## src/rtl/mips_pkg.sv

```systemverilog
// Shared MIPS encodings and ID-stage record types.
package mips_pkg;

    localparam logic [5:0] OP_RTYPE = 6'h00;
    localparam logic [5:0] OP_J     = 6'h02;
    localparam logic [5:0] OP_BEQ   = 6'h04;
    localparam logic [5:0] OP_BNE   = 6'h05;
    localparam logic [5:0] OP_ADDI  = 6'h08;
    localparam logic [5:0] OP_LW    = 6'h23;
    localparam logic [5:0] OP_SW    = 6'h2b;

    localparam logic [5:0] FN_ADD = 6'h20;
    localparam logic [5:0] FN_SUB = 6'h22;
    localparam logic [5:0] FN_AND = 6'h24;
    localparam logic [5:0] FN_OR  = 6'h25;
    localparam logic [5:0] FN_SLT = 6'h2a;

    localparam logic [2:0] ALU_AND = 3'b000;
    localparam logic [2:0] ALU_OR  = 3'b001;
    localparam logic [2:0] ALU_ADD = 3'b010;
    localparam logic [2:0] ALU_SUB = 3'b110;
    localparam logic [2:0] ALU_SLT = 3'b111;

    typedef enum logic [2:0] {
        I_NOP, I_R, I_ADDI, I_LW, I_SW, I_BEQ, I_BNE, I_J
    } iclass_t;

    typedef struct packed {
        logic [2:0] alu_ctl;
        logic       alusrc;
        logic       memread;
        logic       memwrite;
        logic       memtoreg;
        logic       regwrite;
    } ctl_t;

    typedef struct packed {
        logic [31:0] rdata1;
        logic [31:0] rdata2;
        logic [31:0] seimm;
        logic [4:0]  rs;
        logic [4:0]  rt;
        logic [4:0]  wrreg;
        ctl_t        ctl;
    } s3_t;

endpackage

```

## src/rtl/regfile.sv

```systemverilog
// 2-read/1-write GPR file, r0 reads zero, write-first bypass on same-cycle reads.
module regfile #(
    parameter int NREG     = 32,
    parameter bit RESET_WE = 1'b1
) (
    input  logic        clk,
    input  logic        rst_n,
    input  logic [4:0]  ra1,
    input  logic [4:0]  ra2,
    output logic [31:0] rd1,
    output logic [31:0] rd2,
    input  logic        we,
    input  logic [4:0]  wa,
    input  logic [31:0] wd
);
    localparam int AW = $clog2(NREG);

    logic [31:0] mem [NREG];
    logic        wr_en;

    assign wr_en = we && (wa != 5'd0);

    assign rd1 = (ra1 == 5'd0) ? 32'd0 : (wr_en && wa == ra1) ? wd : mem[ra1[AW-1:0]];
    assign rd2 = (ra2 == 5'd0) ? 32'd0 : (wr_en && wa == ra2) ? wd : mem[ra2[AW-1:0]];

    if (RESET_WE) begin : g_rst
        always_ff @(posedge clk or negedge rst_n) begin
            if (!rst_n) begin
                for (int i = 0; i < NREG; i++) mem[i] <= '0;
            end else if (wr_en) begin
                mem[wa[AW-1:0]] <= wd;
            end
        end
    end else begin : g_nrst
        always_ff @(posedge clk) begin
            if (wr_en) mem[wa[AW-1:0]] <= wd;
        end
    end

endmodule

```

## src/rtl/id_stage.sv

```systemverilog
// MIPS decode stage: decode, hazard detection, branch resolution, ID/EX register.
// Optional macro ID_BRANCH_FWD_EN forwards a MEM-stage ALU result into the branch comparator.
module id_stage
    import mips_pkg::*;
#(
    parameter int NREG     = 32,
    parameter bit RESET_WE = 1'b1
) (
    input  logic        clk,
    input  logic        rst_n,
    input  logic [31:0] inst_s2,
    input  logic [31:0] pc4_s2,
    input  logic        regwrite_s5,
    input  logic [4:0]  wrreg_s5,
    input  logic [31:0] wrdata_s5,
    input  logic        regwrite_s4,
    input  logic        memread_s4,
    input  logic [4:0]  wrreg_s4,
    input  logic [31:0] alurslt_s4,
    output logic        stall_s1_s2,
    output logic        pcsrc,
    output logic [31:0] baddr_s2,
    output logic        branch_flush,
    output logic [31:0] rdata1_s3,
    output logic [31:0] rdata2_s3,
    output logic [31:0] seimm_s3,
    output logic [4:0]  rs_s3,
    output logic [4:0]  rt_s3,
    output logic [4:0]  wrreg_s3,
    output logic [2:0]  alu_ctl_s3,
    output logic        alusrc_s3,
    output logic        memread_s3,
    output logic        memwrite_s3,
    output logic        memtoreg_s3,
    output logic        regwrite_s3
);
    logic [5:0]  op, funct;
    logic [4:0]  rs, rt, rd;
    logic [31:0] seimm, rv1, rv2, cmp_a, cmp_b;
    logic [2:0]  r_alu;
    iclass_t     cls;
    ctl_t        ctl;
    logic [4:0]  wrreg_d;
    logic        use_rs, use_rt, is_br, hit_s3, hit_s4, equal, taken;
    s3_t         s3_q;

    assign op    = inst_s2[31:26];
    assign rs    = inst_s2[25:21];
    assign rt    = inst_s2[20:16];
    assign rd    = inst_s2[15:11];
    assign funct = inst_s2[5:0];
    assign seimm = {{16{inst_s2[15]}}, inst_s2[15:0]};

    always_comb begin
        cls   = I_NOP;
        r_alu = ALU_AND;
        case (op)
            OP_RTYPE: begin
                cls = I_R;
                case (funct)
                    FN_ADD:  r_alu = ALU_ADD;
                    FN_SUB:  r_alu = ALU_SUB;
                    FN_AND:  r_alu = ALU_AND;
                    FN_OR:   r_alu = ALU_OR;
                    FN_SLT:  r_alu = ALU_SLT;
                    default: cls = I_NOP;
                endcase
            end
            OP_ADDI: cls = I_ADDI;
            OP_LW:   cls = I_LW;
            OP_SW:   cls = I_SW;
            OP_BEQ:  cls = I_BEQ;
            OP_BNE:  cls = I_BNE;
            OP_J:    cls = I_J;
            default: cls = I_NOP;
        endcase
    end

    always_comb begin
        ctl     = '0;
        wrreg_d = 5'd0;
        use_rs  = 1'b0;
        use_rt  = 1'b0;
        case (cls)
            I_R: begin
                ctl.alu_ctl  = r_alu;
                ctl.regwrite = 1'b1;
                wrreg_d      = rd;
                use_rs       = 1'b1;
                use_rt       = 1'b1;
            end
            I_ADDI, I_LW: begin
                ctl.alu_ctl  = ALU_ADD;
                ctl.alusrc   = 1'b1;
                ctl.regwrite = 1'b1;
                ctl.memread  = (cls == I_LW);
                ctl.memtoreg = (cls == I_LW);
                wrreg_d      = rt;
                use_rs       = 1'b1;
            end
            I_SW: begin
                ctl.alu_ctl  = ALU_ADD;
                ctl.alusrc   = 1'b1;
                ctl.memwrite = 1'b1;
                use_rs       = 1'b1;
                use_rt       = 1'b1;
            end
            I_BEQ, I_BNE: begin
                ctl.alu_ctl = ALU_SUB;
                use_rs      = 1'b1;
                use_rt      = 1'b1;
            end
            default: ;
        endcase
    end

    regfile #(.NREG(NREG), .RESET_WE(RESET_WE)) u_rf (
        .clk   (clk),
        .rst_n (rst_n),
        .ra1   (rs),
        .ra2   (rt),
        .rd1   (rv1),
        .rd2   (rv2),
        .we    (regwrite_s5),
        .wa    (wrreg_s5),
        .wd    (wrdata_s5)
    );

    assign is_br  = (cls == I_BEQ) || (cls == I_BNE);
    assign hit_s3 = (wrreg_s3 != 5'd0) && ((use_rs && rs == wrreg_s3) || (use_rt && rt == wrreg_s3));
    assign hit_s4 = (wrreg_s4 != 5'd0) && ((use_rs && rs == wrreg_s4) || (use_rt && rt == wrreg_s4));

`ifdef ID_BRANCH_FWD_EN
    logic fwd_ok;
    assign fwd_ok = regwrite_s4 && !memread_s4 && (wrreg_s4 != 5'd0);
    assign cmp_a  = (fwd_ok && rs == wrreg_s4) ? alurslt_s4 : rv1;
    assign cmp_b  = (fwd_ok && rt == wrreg_s4) ? alurslt_s4 : rv2;
    assign stall_s1_s2 = (memread_s3 && hit_s3)
                       || (is_br && regwrite_s3 && hit_s3)
                       || (is_br && memread_s4 && hit_s4);
`else
    logic unused_alurslt;
    assign unused_alurslt = ^alurslt_s4;
    assign cmp_a = rv1;
    assign cmp_b = rv2;
    // A MEM-stage ALU producer is only visible to the comparator once it reaches WB.
    assign stall_s1_s2 = (memread_s3 && hit_s3)
                       || (is_br && regwrite_s3 && hit_s3)
                       || (is_br && memread_s4 && hit_s4)
                       || (is_br && regwrite_s4 && !memread_s4 && hit_s4);
`endif

    assign equal = (cmp_a == cmp_b);
    assign taken = ((cls == I_BEQ) && equal) || ((cls == I_BNE) && !equal) || (cls == I_J);
    assign pcsrc        = taken && !stall_s1_s2;
    assign branch_flush = pcsrc;
    assign baddr_s2 = (cls == I_J) ? {pc4_s2[31:28], inst_s2[25:0], 2'b00}
                                   : pc4_s2 + {seimm[29:0], 2'b00};

    always_ff @(posedge clk or negedge rst_n) begin
        if (!rst_n)           s3_q <= '0;
        else if (stall_s1_s2) s3_q <= '0;
        else                  s3_q <= '{rdata1: rv1, rdata2: rv2, seimm: seimm,
                                        rs: rs, rt: rt, wrreg: wrreg_d, ctl: ctl};
    end

    assign rdata1_s3   = s3_q.rdata1;
    assign rdata2_s3   = s3_q.rdata2;
    assign seimm_s3    = s3_q.seimm;
    assign rs_s3       = s3_q.rs;
    assign rt_s3       = s3_q.rt;
    assign wrreg_s3    = s3_q.wrreg;
    assign alu_ctl_s3  = s3_q.ctl.alu_ctl;
    assign alusrc_s3   = s3_q.ctl.alusrc;
    assign memread_s3  = s3_q.ctl.memread;
    assign memwrite_s3 = s3_q.ctl.memwrite;
    assign memtoreg_s3 = s3_q.ctl.memtoreg;
    assign regwrite_s3 = s3_q.ctl.regwrite;

endmodule

```

## config.mk

```make
export PLATFORM = sky130hd
export DESIGN_NAME = id_stage
export DESIGN_NICKNAME = d
export VERILOG_FILES = /design/src/rtl/mips_pkg.sv /design/src/rtl/regfile.sv /design/src/rtl/id_stage.sv
export SDC_FILE = /design/constraint.sdc
export NUM_CORES = 2
export LEC_CHECK = 0
export ABC_CLOCK_PERIOD_IN_PS = 6200
export CAP_MARGIN = 10
export CORE_UTILIZATION = 55
export CTS_CLUSTER_DIAMETER = 150
export DETAILED_ROUTE_END_ITERATION = 12
export DONT_BUFFER_PORTS = 1
export PLACE_DENSITY = 0.7
export SETUP_SLACK_MARGIN = 0.02
export SYNTH_ARGS = -nofsm -noshare
export SYNTH_HDL_FRONTEND = slang
export SYNTH_SLANG_ARGS = --single-unit
```

## constraint.sdc

```tcl
create_clock -name clk -period 6.2 [get_ports clk]
set_clock_uncertainty 0.2 [all_clocks]
set_input_delay 1.24 -clock clk [delete_from_list [all_inputs] [get_ports clk]]
set_output_delay 1.24 -clock clk [all_outputs]
set_load 0.02 [all_outputs]
```

==> results.txt <==
Initial Util: 0.5559
Boundary Pins: 297
IO buf count: 0
CORE AREA: 110800 um2
Slew @ Worst Pin: 1.239 ns
antenna violations before repair: 3
vias in the first global route: 42440
fraction of final layout cells sized beyond drive strength 1: 0.4314
Final Hold Vio Count: 0
CTS root buffer: clkbuf_16
area delta synth->final: 10.75%
syn nets: 4702
Post-Synthesis Cells: 4529
post-synthesis async set-or-reset flop share: 1.000
Total GRT Usage: 0.3684
wire length per cell: 34.44 um
# setup viols final: 2
Post-DRT Antenna Nets: 0
clock sinks: 1126
Worst-path clk slew: 0.06 ns
DR vias/cell: 7.107
multi-input logic area: 31240 um2
worst skew pair latency: 0.74 ns
H-tree depth: 3
hpwl dp: 121400 um
Max Transition Viols Final: 0
Hold Path Class: input pin to asynchronous set/reset pin
mapped cell area: 61600 um2
Die Footprint: 113300 um2
reg2reg setup slack: 3.20 ns
Worst EP arrival: 5.43 ns
DRT Wirelength: 208100 um
Post-synth EDFFs: 0
yosys warns: 0
Die Y: 336.7 um
row count: 122
fillers: 8481
clk buf depth: 3
worst setup margin: -0.6691 ns
Setup Crit Path Kind: input pin to primary output
TritonRoute pass-1 iters: 6
Worst Setup End Kind: primary output
commonest cells after routing, fill and taps aside: dfrtp_1 (1125), mux2_2 (975), mux4_2 (389), buf_4 (241), mux2i_1 (226)
Synth Area per Inst: 13.60 um2
commonest non-fill, non-tap cell in the layout: dfrtp_1
#FFs+latches synth: 1126
vias: 42940
wire length on met2: 93280 um
Pwr Density: 318.2 nW/um2
Lkg Pwr: 29.95 nW
Slew HR: 0.1740
sequential area share after synthesis: 0.4574
largest net degree at the start of global routing: 1127
Max-cap violations: 0
failing checks: setup timing
Synth cell types: 103
placed cells: 5796
result of the run: finished, violations left
Synth area leaders: dfrtp_1 (46%), mux2_2 (18%), mux4_2 (14%), mux2i_1 (3.7%), clkbuf_1 (1.8%)
Main synth FF type: dfrtp_1
CTS tree: done
Final GP Congestion: 0.9144
CTS Buf Count: 119
initial DRC count: 5446
register area: 28180 um2
global route overflow: 0
critical path required time: 4.76 ns
VDD IR max: 0.2614 mV
RSZ-0062 raised after global routing: true
fin crit share: 1.108
DR WL met3: 23610 um
first-pass GRT wire length: 301300 um
Worst Setup Start Kind: input pin
Yosys top cell by area: dfrtp_1
final net count: 4627
DRC viols: 0
DRT met1 WL: 79130 um
uppermost routed layer: met4
top-area cell type share of the netlist area: 0.4574
final worst path period need: 6.869 ns
fmax: 0.1456 GHz
Post-Layout Cell Count: 6042
Hold Slack: 0.1392 ns
DIE WIDTH: 336.7 um
cells on worst reg2reg path: 6
critical path peak fanout: 270
[critical path, cell delays in order]
cell and delay, ns:
mux4_2 0.81, a211oi_1 0.31, nand2_1 0.09, a32oi_1 0.29, o21ai_0 0.25, a2111oi_4 0.46
buf_4 0.20, nand4_1 0.25, nor4_2 0.36, buf_4 0.19, xnor2_2 0.08, o31ai_2 0.19
buf_4 0.22
[through the flow]
step           setup WS (ns)  total power, mW  instance area (um2)  utilization  TNS, ns
2_1_floorplan         0.1622            12.87                61600            -        0
3_3_place_gp         -0.3309            13.67                63330       0.5715  -0.6619
3_5_place_dp         -0.3228            13.85                63330       0.5715  -0.6456
4_1_cts              -0.1031            21.44                67560       0.6096  -0.2062
5_1_grt              -0.5495            22.49                68210       0.6155   -1.099
6_report             -0.6691            21.71                68220       0.6156   -1.338
[per-layer routing]
layer  vias up  GRT usage
li1      17070          -
met1     22710     0.4926
met5         -          0
met2      2539     0.5479
met4         0     0.1900
met3       626     0.1069
[state kept, by name, indices dropped and copies added (netlist names)]
signal,count
seimm_s3,16
rdata1_s3,32
rs_s3,5
memwrite_s3,1
rt_s3,5
wrreg_s3,5
alusrc_s3,1
u_rf.mem,1024
rdata2_s3,32
alu_ctl_s3,3
regwrite_s3,1
memread_s3,1
[Yosys cell counts (14+ instances only)]
cell type	n
nand4_1	16
clkbuf_1	298
nand3_1	56
nor2_1	164
buf_4	36
a21o_1	22
buf_2	74
mux4_2	383
o22ai_1	43
a221oi_1	30
nor2b_1	37
a32oi_1	19
nand2b_1	15
xnor2_1	40
nor3_1	36
mux2i_1	226
a211oi_1	31
mux4_1	29
o221ai_1	24
a21oi_1	80
a22oi_1	81
buf_1	14
dfrtp_1	1126
ha_1	29
mux2_2	975
a22o_1	20
o21ai_0	99
buf_6	35
inv_1	34
and3_1	15
nand2_1	170
xor2_1	34
[path summary, 6_finish.rpt]
kind | start | end
setup reg to reg | wrreg_s3[1] | rdata1_s3[6]
hold reg to reg | u_rf.mem[1000] | u_rf.mem[1000]
max in group asynchronous | rst_n | u_rf.mem[455]
setup / recovery | inst_s2[16] | branch_flush
hold / removal | rst_n | u_rf.mem[126]
min in group clk | u_rf.mem[1000] | u_rf.mem[1000]
[cell type report]
type / count / area share
diodes: 4 / 0.0001467
clock buffers: 178 / 0.05251
clock inverters: 39 / 0.008400
inverters: 38 / 0.002091
multi-input cells: 2887 / 0.4578
flip-flops and latches: 1126 / 0.4131
well taps: 1488 / 0.02729
repair buffers: 282 / 0.03864
[kinds of logic after synthesis]
group           synth area share
mux                       0.3676
flops                     0.4574
buf+inv                  0.04395
fa+ha+maj               0.006215
simple gates             0.04698
xor+xnor                 0.01079
compound gates           0.06707
[what timing repair did]
action / in CTS / in global routing
setup buffers: 2 / 13
hold buffers: 0 / 4
gates cloned: 0 / 1
hold endpoints to repair: 0 / 70
endpoints found under the setup margin: 2 / 3
gates resized for setup: 16 / 56
pin swaps: 6 / 32
[where the power goes]
| part | switching (mW) | leakage [nW] | internal, mW |
|---|---|---|---|
| clock | 3.13 | 2.04 | 4.47 |
| sequential | 1.07 | 14.4 | 8.69 |
| combinational | 1.77 | 13.5 | 2.57 |
Power figures use the tool's default switching activity.
